[config.mk]
export PLATFORM = sky130hd
export DESIGN_NAME = piezo_sequencer
export DESIGN_NICKNAME = d
export VERILOG_FILES = /design/src/rtl/piezo_pkg.sv /design/src/rtl/piezo_tick_timer.sv /design/src/rtl/piezo_sequencer.sv
export SDC_FILE = /design/constraint.sdc
export NUM_CORES = 1
export LEC_CHECK = 0
export CAP_MARGIN = 25
export CORE_MARGIN = 2
export CORE_UTILIZATION = 45
export CTS_CLUSTER_SIZE = 10
export DETAILED_ROUTE_END_ITERATION = 6
export GPL_ROUTABILITY_DRIVEN = 0
export HOLD_SLACK_MARGIN = 0.06
export PLACE_DENSITY_LB_ADDON = 0.1
export SYNTH_ARGS = -nofsm -noshare
export SYNTH_HDL_FRONTEND = slang
export SYNTH_SLANG_ARGS = --single-unit
[constraint.sdc]
create_clock -name CLK -period 3.8 [get_ports CLK]
set_input_delay 1.14 -clock CLK [delete_from_list [all_inputs] [get_ports CLK]]
set_output_delay 1.14 -clock CLK [all_outputs]
set_load 0.02 [all_outputs]
[src/rtl/piezo_pkg.sv]
// Shared definitions for the piezo sequencer: note codes, the stored
// alarm melody, FSM state encoding and the code-to-one-hot mapping.
package piezo_pkg;

   // Note codes: 0..7 map to C..HC, code 8 is a rest (silence).
   localparam logic [3:0] CODE_C    = 4'd0;
   localparam logic [3:0] CODE_D    = 4'd1;
   localparam logic [3:0] CODE_E    = 4'd2;
   localparam logic [3:0] CODE_F    = 4'd3;
   localparam logic [3:0] CODE_G    = 4'd4;
   localparam logic [3:0] CODE_A    = 4'd5;
   localparam logic [3:0] CODE_B    = 4'd6;
   localparam logic [3:0] CODE_HC   = 4'd7;
   localparam logic [3:0] CODE_REST = 4'd8;

   localparam int MELODY_LEN = 8;

   // One melody step: note code plus its length in duration ticks (never 0).
   typedef struct packed {
      logic [3:0] code;
      logic [3:0] dur;
   } mel_entry_t;

   localparam mel_entry_t MELODY [MELODY_LEN] = '{
      '{CODE_C,    4'd4},
      '{CODE_E,    4'd4},
      '{CODE_G,    4'd4},
      '{CODE_HC,   4'd8},
      '{CODE_G,    4'd4},
      '{CODE_E,    4'd4},
      '{CODE_C,    4'd8},
      '{CODE_REST, 4'd8}
   };

   typedef enum logic [2:0] {
      ST_IDLE,
      ST_MANUAL,
      ST_BEEP,
      ST_MEL_NOTE,
      ST_MEL_GAP
   } state_t;

   // Code 0 (C) drives bit 7, code 7 (HC) drives bit 0; anything else is silent.
   function automatic logic [7:0] note_onehot(input logic [3:0] code);
      if (code <= CODE_HC) return 8'h80 >> code[2:0];
      else                 return 8'h00;
   endfunction

endpackage

[src/rtl/piezo_tick_timer.sv]
// Duration-tick prescaler: divides CLK by TICK_DIV and emits a one-cycle
// tick on the last cycle of each period. A synchronous restart pins the
// count at zero so a new segment always starts on a full tick period.
module piezo_tick_timer #(
   parameter int TICK_DIV = 1000
) (
   input  logic CLK,
   input  logic RESETN,
   input  logic restart,
   output logic tick
);

   localparam int CW = (TICK_DIV > 2) ? $clog2(TICK_DIV) : 1;

   logic [CW-1:0] count;

   assign tick = (count == CW'(TICK_DIV - 1));

   // Prescaler count: wraps on tick, forced to zero by restart.
   always_ff @(posedge CLK or negedge RESETN) begin
      // NOTE: sequential state always uses non-blocking assignments so every
      // register samples the pre-edge values, independent of block ordering.
      if (!RESETN) begin
         count <= '0;
      end else if (restart || tick) begin
         count <= '0;
      end else begin
         count <= count + 1'b1;
      end
   end

endmodule

[src/rtl/piezo_sequencer.sv]
// Arbitrates the piezo note-select between the alarm melody, the
// confirmation beep and the manual keypad (fixed priority in that order),
// times notes/gaps/beeps in duration ticks and drives a registered
// one-hot NOTE plus BUSY and a MEL_DONE pulse.
module piezo_sequencer
   import piezo_pkg::*;
#(
   parameter int TICK_DIV   = 1000,
   parameter int GAP_TICKS  = 1,
   parameter int BEEP_TICKS = 2
) (
   input  logic       CLK,
   input  logic       RESETN,
   input  logic [7:0] KEY,
   input  logic       ALARM_REQ,
   input  logic       BEEP_REQ,
   output logic [7:0] NOTE,
   output logic       BUSY,
   output logic       MEL_DONE
);

   localparam int GAP_W  = (GAP_TICKS  > 1) ? $clog2(GAP_TICKS)  : 1;
   localparam int BEEP_W = (BEEP_TICKS > 1) ? $clog2(BEEP_TICKS) : 1;

   localparam logic [7:0] BEEP_NOTE = 8'b0000_0001;

   state_t            state;
   logic [2:0]        idx;
   logic [3:0]        dur_cnt;
   logic [GAP_W-1:0]  gap_cnt;
   logic [BEEP_W-1:0] beep_cnt;

   logic       tick;
   logic       restart;
   logic       key_valid;
   logic       note_last;
   logic       gap_last;
   logic       beep_last;
   mel_entry_t cur;
   mel_entry_t nxt;

   // A key press counts only when exactly one bit is set.
   assign key_valid = (KEY != 8'h00) && ((KEY & (KEY - 8'h01)) == 8'h00);

   assign cur = MELODY[idx];
   assign nxt = MELODY[idx + 3'd1];

   assign note_last = tick && (dur_cnt  == cur.dur - 4'd1);
   assign gap_last  = tick && (gap_cnt  == GAP_W'(GAP_TICKS - 1));
   assign beep_last = tick && (beep_cnt == BEEP_W'(BEEP_TICKS - 1));

   // Segment ends always coincide with a tick, where the prescaler wraps to
   // zero on its own. The only other segment starts come out of IDLE/MANUAL
   // or an alarm preempting a beep mid-tick, so hold the prescaler there.
   assign restart = (state == ST_IDLE) || (state == ST_MANUAL) ||
                    ((state == ST_BEEP) && ALARM_REQ);

   piezo_tick_timer #(
      .TICK_DIV (TICK_DIV)
   ) u_tick_timer (
      .CLK     (CLK),
      .RESETN  (RESETN),
      .restart (restart),
      .tick    (tick)
   );

   // Sequencer FSM with registered NOTE/BUSY/MEL_DONE and segment counters.
   always_ff @(posedge CLK or negedge RESETN) begin
      if (!RESETN) begin
         state    <= ST_IDLE;
         idx      <= 3'd0;
         dur_cnt  <= 4'd0;
         gap_cnt  <= '0;
         beep_cnt <= '0;
         NOTE     <= 8'h00;
         BUSY     <= 1'b0;
         MEL_DONE <= 1'b0;
      end else begin
         MEL_DONE <= 1'b0;
         unique case (state)
            ST_IDLE, ST_MANUAL: begin
               if (ALARM_REQ) begin
                  state   <= ST_MEL_NOTE;
                  idx     <= 3'd0;
                  dur_cnt <= 4'd0;
                  NOTE    <= note_onehot(MELODY[0].code);
                  BUSY    <= 1'b1;
               end else if (BEEP_REQ) begin
                  state    <= ST_BEEP;
                  beep_cnt <= '0;
                  NOTE     <= BEEP_NOTE;
                  BUSY     <= 1'b1;
               end else if (key_valid) begin
                  state <= ST_MANUAL;
                  NOTE  <= KEY;
               end else begin
                  state <= ST_IDLE;
                  NOTE  <= 8'h00;
               end
            end

            ST_BEEP: begin
               if (ALARM_REQ) begin
                  state   <= ST_MEL_NOTE;
                  idx     <= 3'd0;
                  dur_cnt <= 4'd0;
                  NOTE    <= note_onehot(MELODY[0].code);
               end else if (beep_last) begin
                  state <= ST_IDLE;
                  NOTE  <= 8'h00;
                  BUSY  <= 1'b0;
               end else if (tick) begin
                  beep_cnt <= beep_cnt + 1'b1;
               end
            end

            ST_MEL_NOTE: begin
               if (note_last) begin
                  state   <= ST_MEL_GAP;
                  gap_cnt <= '0;
                  NOTE    <= 8'h00;
               end else if (tick) begin
                  dur_cnt <= dur_cnt + 4'd1;
               end
            end

            ST_MEL_GAP: begin
               if (gap_last) begin
                  if (ALARM_REQ) begin
                     state   <= ST_MEL_NOTE;
                     idx     <= idx + 3'd1;
                     dur_cnt <= 4'd0;
                     NOTE    <= note_onehot(nxt.code);
                  end else begin
                     state    <= ST_IDLE;
                     NOTE     <= 8'h00;
                     BUSY     <= 1'b0;
                     MEL_DONE <= 1'b1;
                  end
               end else if (tick) begin
                  gap_cnt <= gap_cnt + 1'b1;
               end
            end

            default: begin
               state <= ST_IDLE;
               NOTE  <= 8'h00;
               BUSY  <= 1'b0;
            end
         endcase
      end
   end

endmodule

# --- Yosys cells after proc, flatten, opt, wreduce, memory -nomap -nowiden ---
# Memory sizes are Yosys's and may differ from the RTL's.
# Cells that the tools add are included.
classes:
  bitwise: 5
  n_shift: 1
  reduce_logical: 23
  n_mux: 53
  eq_ne: 23
  order_cmp: 3
  add_sub_neg: 7
ops:
  columns: ["cell", "n"]
  rows:
  - ["8-bit two-way mux", 11]
  - ["8-bit one-hot mux with 4 select lines", 1]
  - ["2-bit inequality test, second input constant", 14]
  - ["4-bit two-way mux", 6]
  - ["3-bit two-way mux", 7]
  - ["1-bit two-way mux", 18]
  - ["3-bit one-hot mux with 4 select lines", 1]
  - ["4-bit one-hot mux with 3 select lines", 1]
  - ["4-bit AND reduction", 3]
  - ["6-bit AND reduction", 2]
  - ["10-bit by 1-bit adder with 10-bit output, second input constant", 1]
  - ["10-bit equality test, second input constant", 1]
  - ["10-bit two-way mux", 1]
  - ["8-bit AND", 1]
  - ["4-bit greater-or-equal comparator, second input constant", 2]
  - ["8-bit logical NOT", 1]
  - ["3-bit NOT with 4-bit output", 2]
  - ["8-bit nonzero test", 1]
  - ["8-bit by 3-bit >> shifter with 8-bit output, first input constant", 1]
  - ["8-bit by 1-bit subtractor with 8-bit output, second input constant", 1]
  - ["3-bit by 2-bit equality test with 1-bit output, second input constant", 2]
  - ["2-bit two-way mux", 3]
  - ["3-bit inequality test, second input constant", 2]
  - ["3-bit one-hot mux with 2 select lines", 1]
  - ["other kinds (20)", 31]
word_totals:
  word_cells: 126
  mem_bits_ro: 128
  n_memories: 2
  input_bits: 12
  ff_bits: 32
memory_table:
  columns: ["name", "depth", "word_bits", "rd", "rd_ports_with_merged_regs", "write_ports", "line", "rtl"]
  rows:
  - ["(name not given)", 8, 8, 1, 0, 0, "piezo_sequencer.sv:46", "assign nxt = MELODY[idx + 3'd1];"]
  - ["(name not given)", 8, 8, 1, 0, 0, "piezo_sequencer.sv:45", "assign cur = MELODY[idx];"]

# --- Depth between registers and ports, before layout ---
# Gate-level depths: netlist of run 1.
depth:
  ltp_word: 10
  ltp_mapped: 10

# --- Cells and area by module ---
# Synthesis of run 1 repeated with hierarchy kept, for this count alone.
hier_totals:
  hier_cells: 227
  area_unflattened_um2: 2085.8
by_module_without_submodules:
  columns: ["module", "area_each_um2", "instances", "cells_per_inst"]
  rows:
  - ["piezo_sequencer", 1545.2, 1, 176]
  - ["piezo_tick_timer", 540.5, 1, 51]

# --- Worst setup path after synthesis of run 1 ---
# No wires, ideal clock.
synth_path:
  path_type: "input port to flip-flop"
  startpoint: "input KEY[2]"
  endpoint: "register NOTE[5]"
  setup_ns: 0.121
  n_path_buf: 0
  path_slack_ns: 1.268
  path_stages: 6
  arrival_ns: 2.411
  required_ns: 3.679
  cell_sequence: "nor4_1 nor2b_1 nor3_1 a31o_2 a21boi_0 o21ai_2"
synth_via:
  elab_chain_len: 8
  word_cells_on_any_way: 9
  classes_between: "1 x add/sub; 4 x mux; 1 x bitwise; 3 x reduce/logical"
synth_lines:
  columns: ["item", "line", "rtl"]
  rows:
  - ["from (decl)", "piezo_sequencer.sv:14", "input logic [7:0] KEY,"]
  - ["8-bit by 1-bit subtractor with 8-bit output", "piezo_sequencer.sv:43", "assign key_valid = (KEY != 8'h00) && ((KEY & (KEY - 8'h01)) == 8'h00);"]
  - ["8-bit AND", "piezo_sequencer.sv:43", null]
  - ["8-bit logical NOT", "piezo_sequencer.sv:43", null]
  - ["1-bit logical AND (*)", "piezo_sequencer.sv:43", null]
  - ["8-bit two-way mux (*)", "piezo_sequencer.sv:93", "end else if (key_valid) begin"]
  - ["8-bit two-way mux (*)", "piezo_sequencer.sv:88", "end else if (BEEP_REQ) begin"]
  - ["8-bit two-way mux (*)", "piezo_sequencer.sv:82", "if (ALARM_REQ) begin"]
  - ["8-bit one-hot mux with 4 select lines (*)", "piezo_sequencer.sv:80", "unique case (state)"]
  - ["to (signal assigned)", "piezo_sequencer.sv:86", "NOTE <= note_onehot(MELODY[0].code);"]
  - ["to (signal assigned)", "piezo_sequencer.sv:107", "NOTE <= note_onehot(MELODY[0].code);"]
  - ["to (signal assigned)", "piezo_sequencer.sv:133", "NOTE <= note_onehot(nxt.code);"]
  - ["to (decl)", "piezo_sequencer.sv:17", "output logic [7:0] NOTE,"]
# Every way passes the cells marked *; elsewhere a longest branch is shown, timed or not.
# A chain may end at the register's enable or synchronous reset.

# --- Final worst setup path of run 1 ---
layout_path:
  startpoint: "input ALARM_REQ"
  endpoint: "register NOTE[1]"
layout_via:
  elab_chain_len: 3
  word_cells_on_any_way: 7
  classes_between: "1 x eq/ne; 5 x mux; 1 x reduce/logical"
layout_lines:
  columns: ["item", "line", "rtl"]
  rows:
  - ["from (decl)", "piezo_sequencer.sv:15", "input logic ALARM_REQ,"]
  - ["8-bit two-way mux", "piezo_sequencer.sv:129", "if (ALARM_REQ) begin"]
  - ["8-bit two-way mux", "piezo_sequencer.sv:128", "if (gap_last) begin"]
  - ["8-bit one-hot mux with 4 select lines", "piezo_sequencer.sv:80", null]
# Several ways; a longest one is shown, not always the timed one. The select of a mux whose other input is x is not followed.

==> summary.md, run 1 <==
| Metric | Value |
|---|---|
| Run status | `finished, final reports clean` |
| Critical path data required time | `3.97 ns` |
| Top cells by area, synth | `sky130_fd_sc_hd__dfrtp_1 (43%), sky130_fd_sc_hd__nor2_1 (5.9%), sky130_fd_sc_hd__ha_1 (4.1%)` |
| Cell types with the highest counts after synthesis | `sky130_fd_sc_hd__dfrtp_1 (32), sky130_fd_sc_hd__nor2_1 (29), sky130_fd_sc_hd__nand2_1 (17)` |
| Std-Cell Rows | `23` |
| CTS HTree Levels | `2` |
| Fraction of post-synthesis cell area in the top cell type by area | `0.433` |
| Largest driver fanout on the critical path | `16` |
| Pin count of the biggest net entering global routing | `33` |
| Initial antenna violation count | `0` |
| Async set or reset register ratio after synthesis | `1.00` |
| Clock root buffer | `sky130_fd_sc_hd__clkbuf_8` |
| Area of the mapped netlist | `1850 um^2` |
| Postcts setup bufs | `0` |
| Per-instance average area after synthesis | `9.29 um^2` |
| Type of the tightest min-delay check | `reg2reg` |
| Diodes inserted | `0` |
| CP top delay family | `simple AND/OR/NAND/NOR gates` |
| Vias in the first global route | `1553` |
| Setup Crit Path Kind | `in2reg` |
| Post-synthesis adder-cell area fraction | `0.0406` |
| Port Buf Inserts | `21` |
| Final nets | `242` |
| Multiplexer share of the synthesized area | `0.0250` |
| Timing-limited maximum frequency | `341 MHz` |
| Area occupied by multi-input gates | `981 um^2` |
| FF+latch area | `801 um^2` |
| First DRT Iteration DRCs | `99` |
| Post-cts resize count | `0` |
| Slew at the pin with the worst max-slew slack | `0.620 ns` |
| Placed wire-length estimate | `3020 um` |
| Dominant cell type by area after synthesis | `sky130_fd_sc_hd__dfrtp_1` |
| Number of max-cap violations | `0` |
| Crit path largest cell delay | `0.56 ns` |
| Power per cell area | `474 nW/um^2` |
| Global-route wire length before repair | `6910 um` |
| Maximum vdd ir drop | `0.299 mV` |
| Post-layout min period | `2.93 ns` |
| Xor and xnor fraction of the mapped netlist area | `0.0568` |
| Detailed Route WL | `3990 um` |
| Fillcell total | `351` |
| Area growth, synth to finish | `20.0%` |
| DRC violation count after routing | `0` |
| Category of the worst setup path capture point | `flip-flop` |
| Flop and latch count out of synthesis | `32` |
| Static leakage power | `0.952 nW` |
| Relative slew slack | `0.587` |
| Final core area utilization | `0.559` |
| Count of unique library cells instantiated by Yosys | `46` |
| Synthesized net count | `217` |
| Avg WL per Cell | `14.5 um` |
| Critical Path Slowest Stage Cell | `sky130_fd_sc_hd__clkdlybuf4s50_1` |
| Cell with the most instances after synthesis | `sky130_fd_sc_hd__dfrtp_1` |
| Final antenna-violating net count | `0` |
| Starting Density | `0.466` |
| Max-slew violations | `0` |
| Number of cells produced by synthesis | `199` |
| Simple-gate share of the synthesized area | `0.229` |
| Setup TNS Final | `0 ns` |
| TritonCTS buffer count | `5` |
| Vias per cell | `5.55` |
| Clock-pin slew on the worst setup and hold paths | `0.06 ns` |
| Total routing resource utilization after global routing | `0.201` |
| Main combinational cell family by area after synthesis | `simple AND/OR/NAND/NOR gates` |
| Most frequently used flop master after synthesis | `sky130_fd_sc_hd__dfrtp_1` |
| Clock tree from TritonCTS | `built` |
| Sinks on the clock net | `32` |
| Signal arrival time at the worst endpoint | `3.10 ns` |
| Count of buffer and inverter cells on the critical path | `1` |
| Startpoint types | `primary input` |
| Unrepaired setup endpoints after global routing | `false` |
| Power after layout | `1.05 mW` |
| First-pass DRT Iterations | `4` |
| Cell-by-cell trace of the critical path | `clkdlybuf4s50_1 > nor2_1 > nand3b_1 > a31oi_1 > or3_1 > mux2_4` |
| X dimension of the die | `68.1 um` |
| Ratio of cells with drive above 1 in the final layout | `0.0844` |
| Clk Latency, worst-skew pair | `0.29 ns` |
| Sequential fraction of the synthesis area | `0.433` |
| Core ar. | `3970 um^2` |
| Final setup skew | `0.00795 ns` |
| Die Span Y | `68.1 um` |
| EDFF count, synth | `0` |
| Final setup fails | `0` |
| Warnings, synthesis | `0` |
| Overflow left after global routing | `0` |
| Share of the synthesized area in compound gates (AO/OA/AOI/OAI) | `0.179` |
| Buffers from clock root to sink, at most | `2` |
| Number of buffers inserted by hold repair at cts | `0` |
| Ratio of final minimum period to clock period | `0.771` |
| Die Footprint | `4640 um^2` |
| Final hold vios | `0` |
| Routed via count | `1527` |
| Top-level I/O count | `22` |
==> logic make-up (layout without fill, tap and decap cells) <==
| kind of cell | after synthesis | in the layout |
|---|---|---|
| AND/OR/NAND/NOR | 87 | 87 |
| AO/OA/AOI/OAI | 46 | 46 |
| flip-flops | 32 | 32 |
| XOR/XNOR | 12 | 12 |
| buffers and inverters | 12 | 38 |
| adder cells (fa/ha/maj) | 6 | 6 |
| multiplexers | 4 | 4 |
==> cell type report <==
cell class / instances / share of cell area
clock buffer: 7 / 0.0434
timing repair buffer: 22 / 0.0981
multi-input combinational: 155 / 0.442
tap: 50 / 0.0282
clock inverter: 1 / 0.0135
inverter: 8 / 0.0135
sequential: 32 / 0.361
==> power by group <==
group          leakage [nW]  switching, mW  total [mW]  internal, mW
Sequential            0.438         0.0485       0.426         0.377
Combinational         0.450          0.160       0.267         0.107
Clock                0.0645          0.127       0.359         0.231
Total                 0.952          0.336        1.05         0.716
==> registers in the layout, indices dropped and copies added, names as in the netlist <==
name / cells
gap_cnt: 1
NOTE: 8
BUSY: 1
state: 3
beep_cnt: 1
idx: 3
dur_cnt: 4
MEL_DONE: 1
u_tick_timer.count: 10
==> worst paths after layout <==
check / from / to / slack, ns / cells past startpoint
min: NOTE[7] / NOTE[7] / 0.49 / 2
min in group asynchronous: RESETN / NOTE[5] / 1.25 / 2
max: ALARM_REQ / NOTE[1] / 0.87 / 6
min reg2reg: NOTE[7] / NOTE[7] / 0.49 / 2
max in group asynchronous: RESETN / idx[2] / 2.26 / 2
max reg2reg: u_tick_timer.count[0] / NOTE[1] / 1.09 / 6
==> worst register-to-register path: stages (launching register included) <==
cell and delay [ns]:
sky130_fd_sc_hd__dfrtp_1 0.40, sky130_fd_sc_hd__ha_1 0.23, sky130_fd_sc_hd__nand4bb_1 0.13, sky130_fd_sc_hd__or3_1 0.52, sky130_fd_sc_hd__o21a_4 0.28, sky130_fd_sc_hd__or3_1 0.65
sky130_fd_sc_hd__mux2_4 0.39
==> stage by stage <==
stage               cells  area (um^2)  worst slack [ns]  hold WS (ns)
floorplan             199         1850              1.27         0.455
global placement      267         2090             0.570         0.465
detailed placement    267         2090             0.553         0.474
CTS                   275         2220             0.858         0.493
global route          275         2220             0.644         0.517
finish                275         2220             0.869         0.489
==> placed cells by master (no fill, tap or decap), drive strengths merged, types with 2 or more instances in the layout <==
cell / count
nand2: 17
inv: 8
clkbuf: 7
nand3b: 2
dfrtp: 32
nor3: 8
and3: 6
nor2b: 3
or3: 3
nand4: 4
nand2b: 3
o22ai: 2
a22o: 3
o22a: 2
o21a: 2
o21ai: 14
nor2: 29
a21oi: 8
nor4: 3
xor2: 6
mux2: 2
o31ai: 2
clkdlybuf4s50: 21
a31oi: 3
mux2i: 2
xnor2: 6
nand3: 6
ha: 6
==> layer usage <==
layer / global-route usage / share of wire
met5: 0 / 0
met4: 0.103 / 0.030
met3: 0.0461 / 0.040
met2: 0.341 / 0.48
met1: 0.237 / 0.45
Power figures use the tool's default switching activity.
==> run 2, diff against run 1 <==
- clock period: 3.8 -> 2.38 ns (I/O delays scaled with it)
==> summary.md, run 2 (synthesis gave the netlist of run 1 again) <==
| Metric | Value |
|---|---|
| Run status | `finished, final reports clean (unchanged)` |
| Launch instance of the worst register-to-register path | `dur_cnt[0] (was u_tick_timer.count[0])` |
| Internal reg-to-reg setup slack | `0.13 ns (was 1.09 ns)` |
| Setup Crit Path Kind | `in2reg (unchanged)` |
| Register with the highest flop count | `u_tick_timer.count (unchanged)` |
| Postcts setup bufs | `0 (unchanged)` |
| Std-Cell Rows | `23 (unchanged)` |
| Clock root buffer | `sky130_fd_sc_hd__clkbuf_8 (unchanged)` |
| Setup slack after layout | `0.0618 ns (was 0.869 ns)` |
| Relative slew slack | `0.703 (was 0.587)` |
| Avg WL per Cell | `14.5 um (about the same)` |
| Overflow left after global routing | `0 (unchanged)` |
| Sinks on the clock net | `32 (unchanged)` |
| Proportion of power drawn by combinational gates | `0.301 (was 0.254)` |
| Static leakage power | `1.06 nW (was 0.952 nW)` |
| Post-Place Setup Slack | `-0.183 ns (was 0.553 ns)` |
| Category of the worst setup path capture point | `flip-flop (unchanged)` |
| Total routing resource utilization after global routing | `0.207 (was 0.201)` |
| Area growth, synth to finish | `30.0% (was 20.0%)` |
| Startpoint of the most critical setup path | `KEY[2] (was ALARM_REQ)` |
| Port Buf Inserts | `21 (unchanged)` |
| Final setup skew | `0.00747 ns (was 0.00795 ns)` |
| Final antenna-violating net count | `0 (unchanged)` |
| Core ar. | `3970 um^2 (unchanged)` |
| Detailed Route WL | `4330 um (was 3990 um)` |
| Signal arrival time at the worst endpoint | `2.49 ns (was 3.10 ns)` |
| First-pass DRT Iterations | `4 (unchanged)` |
| Final hold vios | `0 (unchanged)` |
| Post-layout min period | `2.32 ns` |
| Crit path largest cell delay | `0.42 ns (was 0.56 ns)` |
| Power per cell area | `716 nW/um^2 (was 474 nW/um^2)` |
| Internal Pwr Total | `1.15 mW (was 0.716 mW)` |
| Reg-to-reg endpoint | `NOTE[0] (was NOTE[1])` |
| Initial antenna violation count | `0 (unchanged)` |
| Net switching power figure | `0.570 mW (was 0.336 mW)` |
| Fraction of power consumed by sequential logic | `0.392 (was 0.405)` |
| Final nets | `266 (was 242)` |
| CTS HTree Levels | `2 (unchanged)` |
| Buffers from clock root to sink, at most | `2 (unchanged)` |
| DRC violation count after routing | `0 (unchanged)` |
| Startpoint types | `primary input (unchanged)` |
| Ratio of final minimum period to clock period | `0.974` |
| Die Footprint | `4640 um^2 (unchanged)` |
| Placed wire-length estimate | `3220 um (was 3020 um)` |
| Top-level I/O count | `22 (unchanged)` |
| Worst hold slack | `0.484 ns (was 0.489 ns)` |
| Setup TNS Final | `0 ns (unchanged)` |
| Largest driver fanout on the critical path | `3 (was 16)` |
| Fraction of power consumed by the clock network | `0.307 (was 0.341)` |
| Starting Density | `0.466 (unchanged)` |
| Fraction of power spent switching nets | `0.331 (was 0.319)` |
| Clock-pin slew on the worst setup and hold paths | `0.07 ns (was 0.06 ns)` |
| Vias in the first global route | `1590 (was 1553)` |
| Leading registers by flop count | `u_tick_timer.count: 10 flops, NOTE: 8 flops, dur_cnt: 4 flops (unchanged)` |
| First DRT Iteration DRCs | `163 (was 99)` |
| Pin count of the biggest net entering global routing | `33 (unchanged)` |
| Maximum vdd ir drop | `0.331 mV (was 0.299 mV)` |
| Critical path data required time | `2.56 ns (was 3.97 ns)` |
| Capturing element of the worst setup path | `NOTE[5] (was NOTE[1])` |
| X dimension of the die | `68.1 um (unchanged)` |
| Diodes inserted | `0 (unchanged)` |
| Max-slew violations | `0 (unchanged)` |
| TritonCTS buffer count | `5 (unchanged)` |
| Die Span Y | `68.1 um (unchanged)` |
| Clock tree from TritonCTS | `built (unchanged)` |
| Power after layout | `1.72 mW (was 1.05 mW)` |
| Type of the tightest min-delay check | `reg2reg (unchanged)` |
| Path depth of the worst reg2reg path | `8 (was 6)` |
| Number of max-cap violations | `0 (unchanged)` |
| Most common library cell in the layout ignoring fill and taps | `sky130_fd_sc_hd__dfrtp_1 (unchanged)` |
| Flip-flop count of the largest register, all copies and words added | `10 (unchanged)` |
| Timing-limited maximum frequency | `431 MHz` |
| Commonest non-fill, non-tap cells in the layout | `sky130_fd_sc_hd__dfrtp_1 (32), sky130_fd_sc_hd__nor2_1 (29), sky130_fd_sc_hd__buf_4 (25) (was sky130_fd_sc_hd__dfrtp_1 (32), sky130_fd_sc_hd__nor2_1 (29), sky130_fd_sc_hd__clkdlybuf4s50_1 (21))` |
| Critical Path Slowest Stage Cell | `sky130_fd_sc_hd__clkdlybuf4s50_1 (unchanged)` |
| Global-route wire length before repair | `7240 um (was 6910 um)` |
| Vias per cell | `5.56 (was 5.55)` |
| Clk Latency, worst-skew pair | `0.29 ns (about the same)` |
| Routed via count | `1662 (was 1527)` |
| Final core area utilization | `0.605 (was 0.559)` |
| Cell-by-cell trace of the critical path | `clkdlybuf4s50_1 > nor4_1 > buf_4 > nor2b_1 > nor3_2 > a31o_2 > a21boi_0 > o21ai_2 (was clkdlybuf4s50_1 > nor2_1 > nand3b_1 > a31oi_1 > or3_1 > mux2_4)` |
| Final setup fails | `0 (unchanged)` |
| Ratio of cells with drive above 1 in the final layout | `0.189 (was 0.0844)` |
| Slew at the pin with the worst max-slew slack | `0.442 ns (was 0.620 ns)` |
-- run 2: cell types whose count changed in the layout (fill, tap and decap cells not counted) --
| cell | previous run | this run |
|---|---|---|
| sky130_fd_sc_hd__buf_4 | 1 | 25 |
| sky130_fd_sc_hd__clkbuf_8 | 7 | 5 |
| sky130_fd_sc_hd__clkinv_2 | 0 | 1 |
| sky130_fd_sc_hd__clkinvlp_4 | 0 | 1 |
| sky130_fd_sc_hd__mux2i_1 | 2 | 1 |
| sky130_fd_sc_hd__mux2i_2 | 0 | 1 |
| sky130_fd_sc_hd__nor3_1 | 8 | 7 |
| sky130_fd_sc_hd__nor3_2 | 0 | 1 |
| sky130_fd_sc_hd__nor4_1 | 3 | 2 |
| sky130_fd_sc_hd__nor4_2 | 0 | 1 |
| sky130_fd_sc_hd__or3_1 | 3 | 2 |
| sky130_fd_sc_hd__or3_4 | 0 | 1 |
-- run 2: per-layer routing --
layer  GRT usage  routed length [um]  vias up
met5           0                   0        -
met4      0.0600                  45        0
met3      0.0428                 175        8
met2       0.364                2240       45
met1       0.256                1870      786
li1            -                   -      823
-- run 2: stage by stage --
stage               area, um^2  std cells
finish                    2400        299
global route              2400        299
CTS                       2390        299
detailed placement        2270        291
global placement          2270        291
floorplan                 1850        199
-- run 2: how the worst min path moves through the flow --
stage | start | end | slack, ns | cells after the start
after floorplan | RESETN | BUSY | 0.42 | 0
after global placement | NOTE[0] | NOTE[0] | 0.46 | 2
after detailed placement | NOTE[4] | NOTE[4] | 0.47 | 2
after CTS | NOTE[4] | NOTE[4] | 0.49 | 2
after global routing | NOTE[4] | NOTE[4] | 0.51 | 2
final | NOTE[5] | NOTE[5] | 0.48 | 2
-- run 2: cell type report --
class / instances / area [um^2]
clock buffer: 5 / 68.8
clock inverter: 3 / 42.5
fill: 342 / 1570
inverter: 8 / 30.0
multi-input combinational: 155 / 1000
sequential: 32 / 801
tap: 50 / 62.6
timing repair buffer: 46 / 398
-- run 2: what timing repair did --
| item | in CTS | in global routing |
|---|---|---|
| pin swaps | 0 | 0 |
| hold buffers | 0 | 0 |
| resized for setup | 1 | 3 |
| endpoints found under the setup margin | 4 | 6 |
-- run 2: critical path: cells and delay by family --
kind                   cells  cell delay [ns]
AND/OR/NAND/NOR            3             0.63
buffers and inverters      2             0.59
AO/OA/AOI/OAI              3             0.56
-- run 2: power groups by stage --
| stage | sequential [mW] | clock (mW) | combinational (mW) |
|---|---|---|---|
| 2_1_floorplan | 0.685 | 0 | 0.314 |
| 3_3_place_gp | 0.678 | 0 | 0.498 |
| 3_5_place_dp | 0.683 | 0 | 0.506 |
| 4_1_cts | 0.673 | 0.535 | 0.521 |
| 5_1_grt | 0.687 | 0.569 | 0.574 |
| 6_report | 0.675 | 0.528 | 0.518 |
==> run 3, diff against run 2 <==
- CAP_MARGIN: 25 -> 20
- CTS_BUF_LIST: unset -> sky130_fd_sc_hd__clkbuf_8
==> results of run 3 <==
The final DEF is identical to that of run 2; final timing and power are the same.
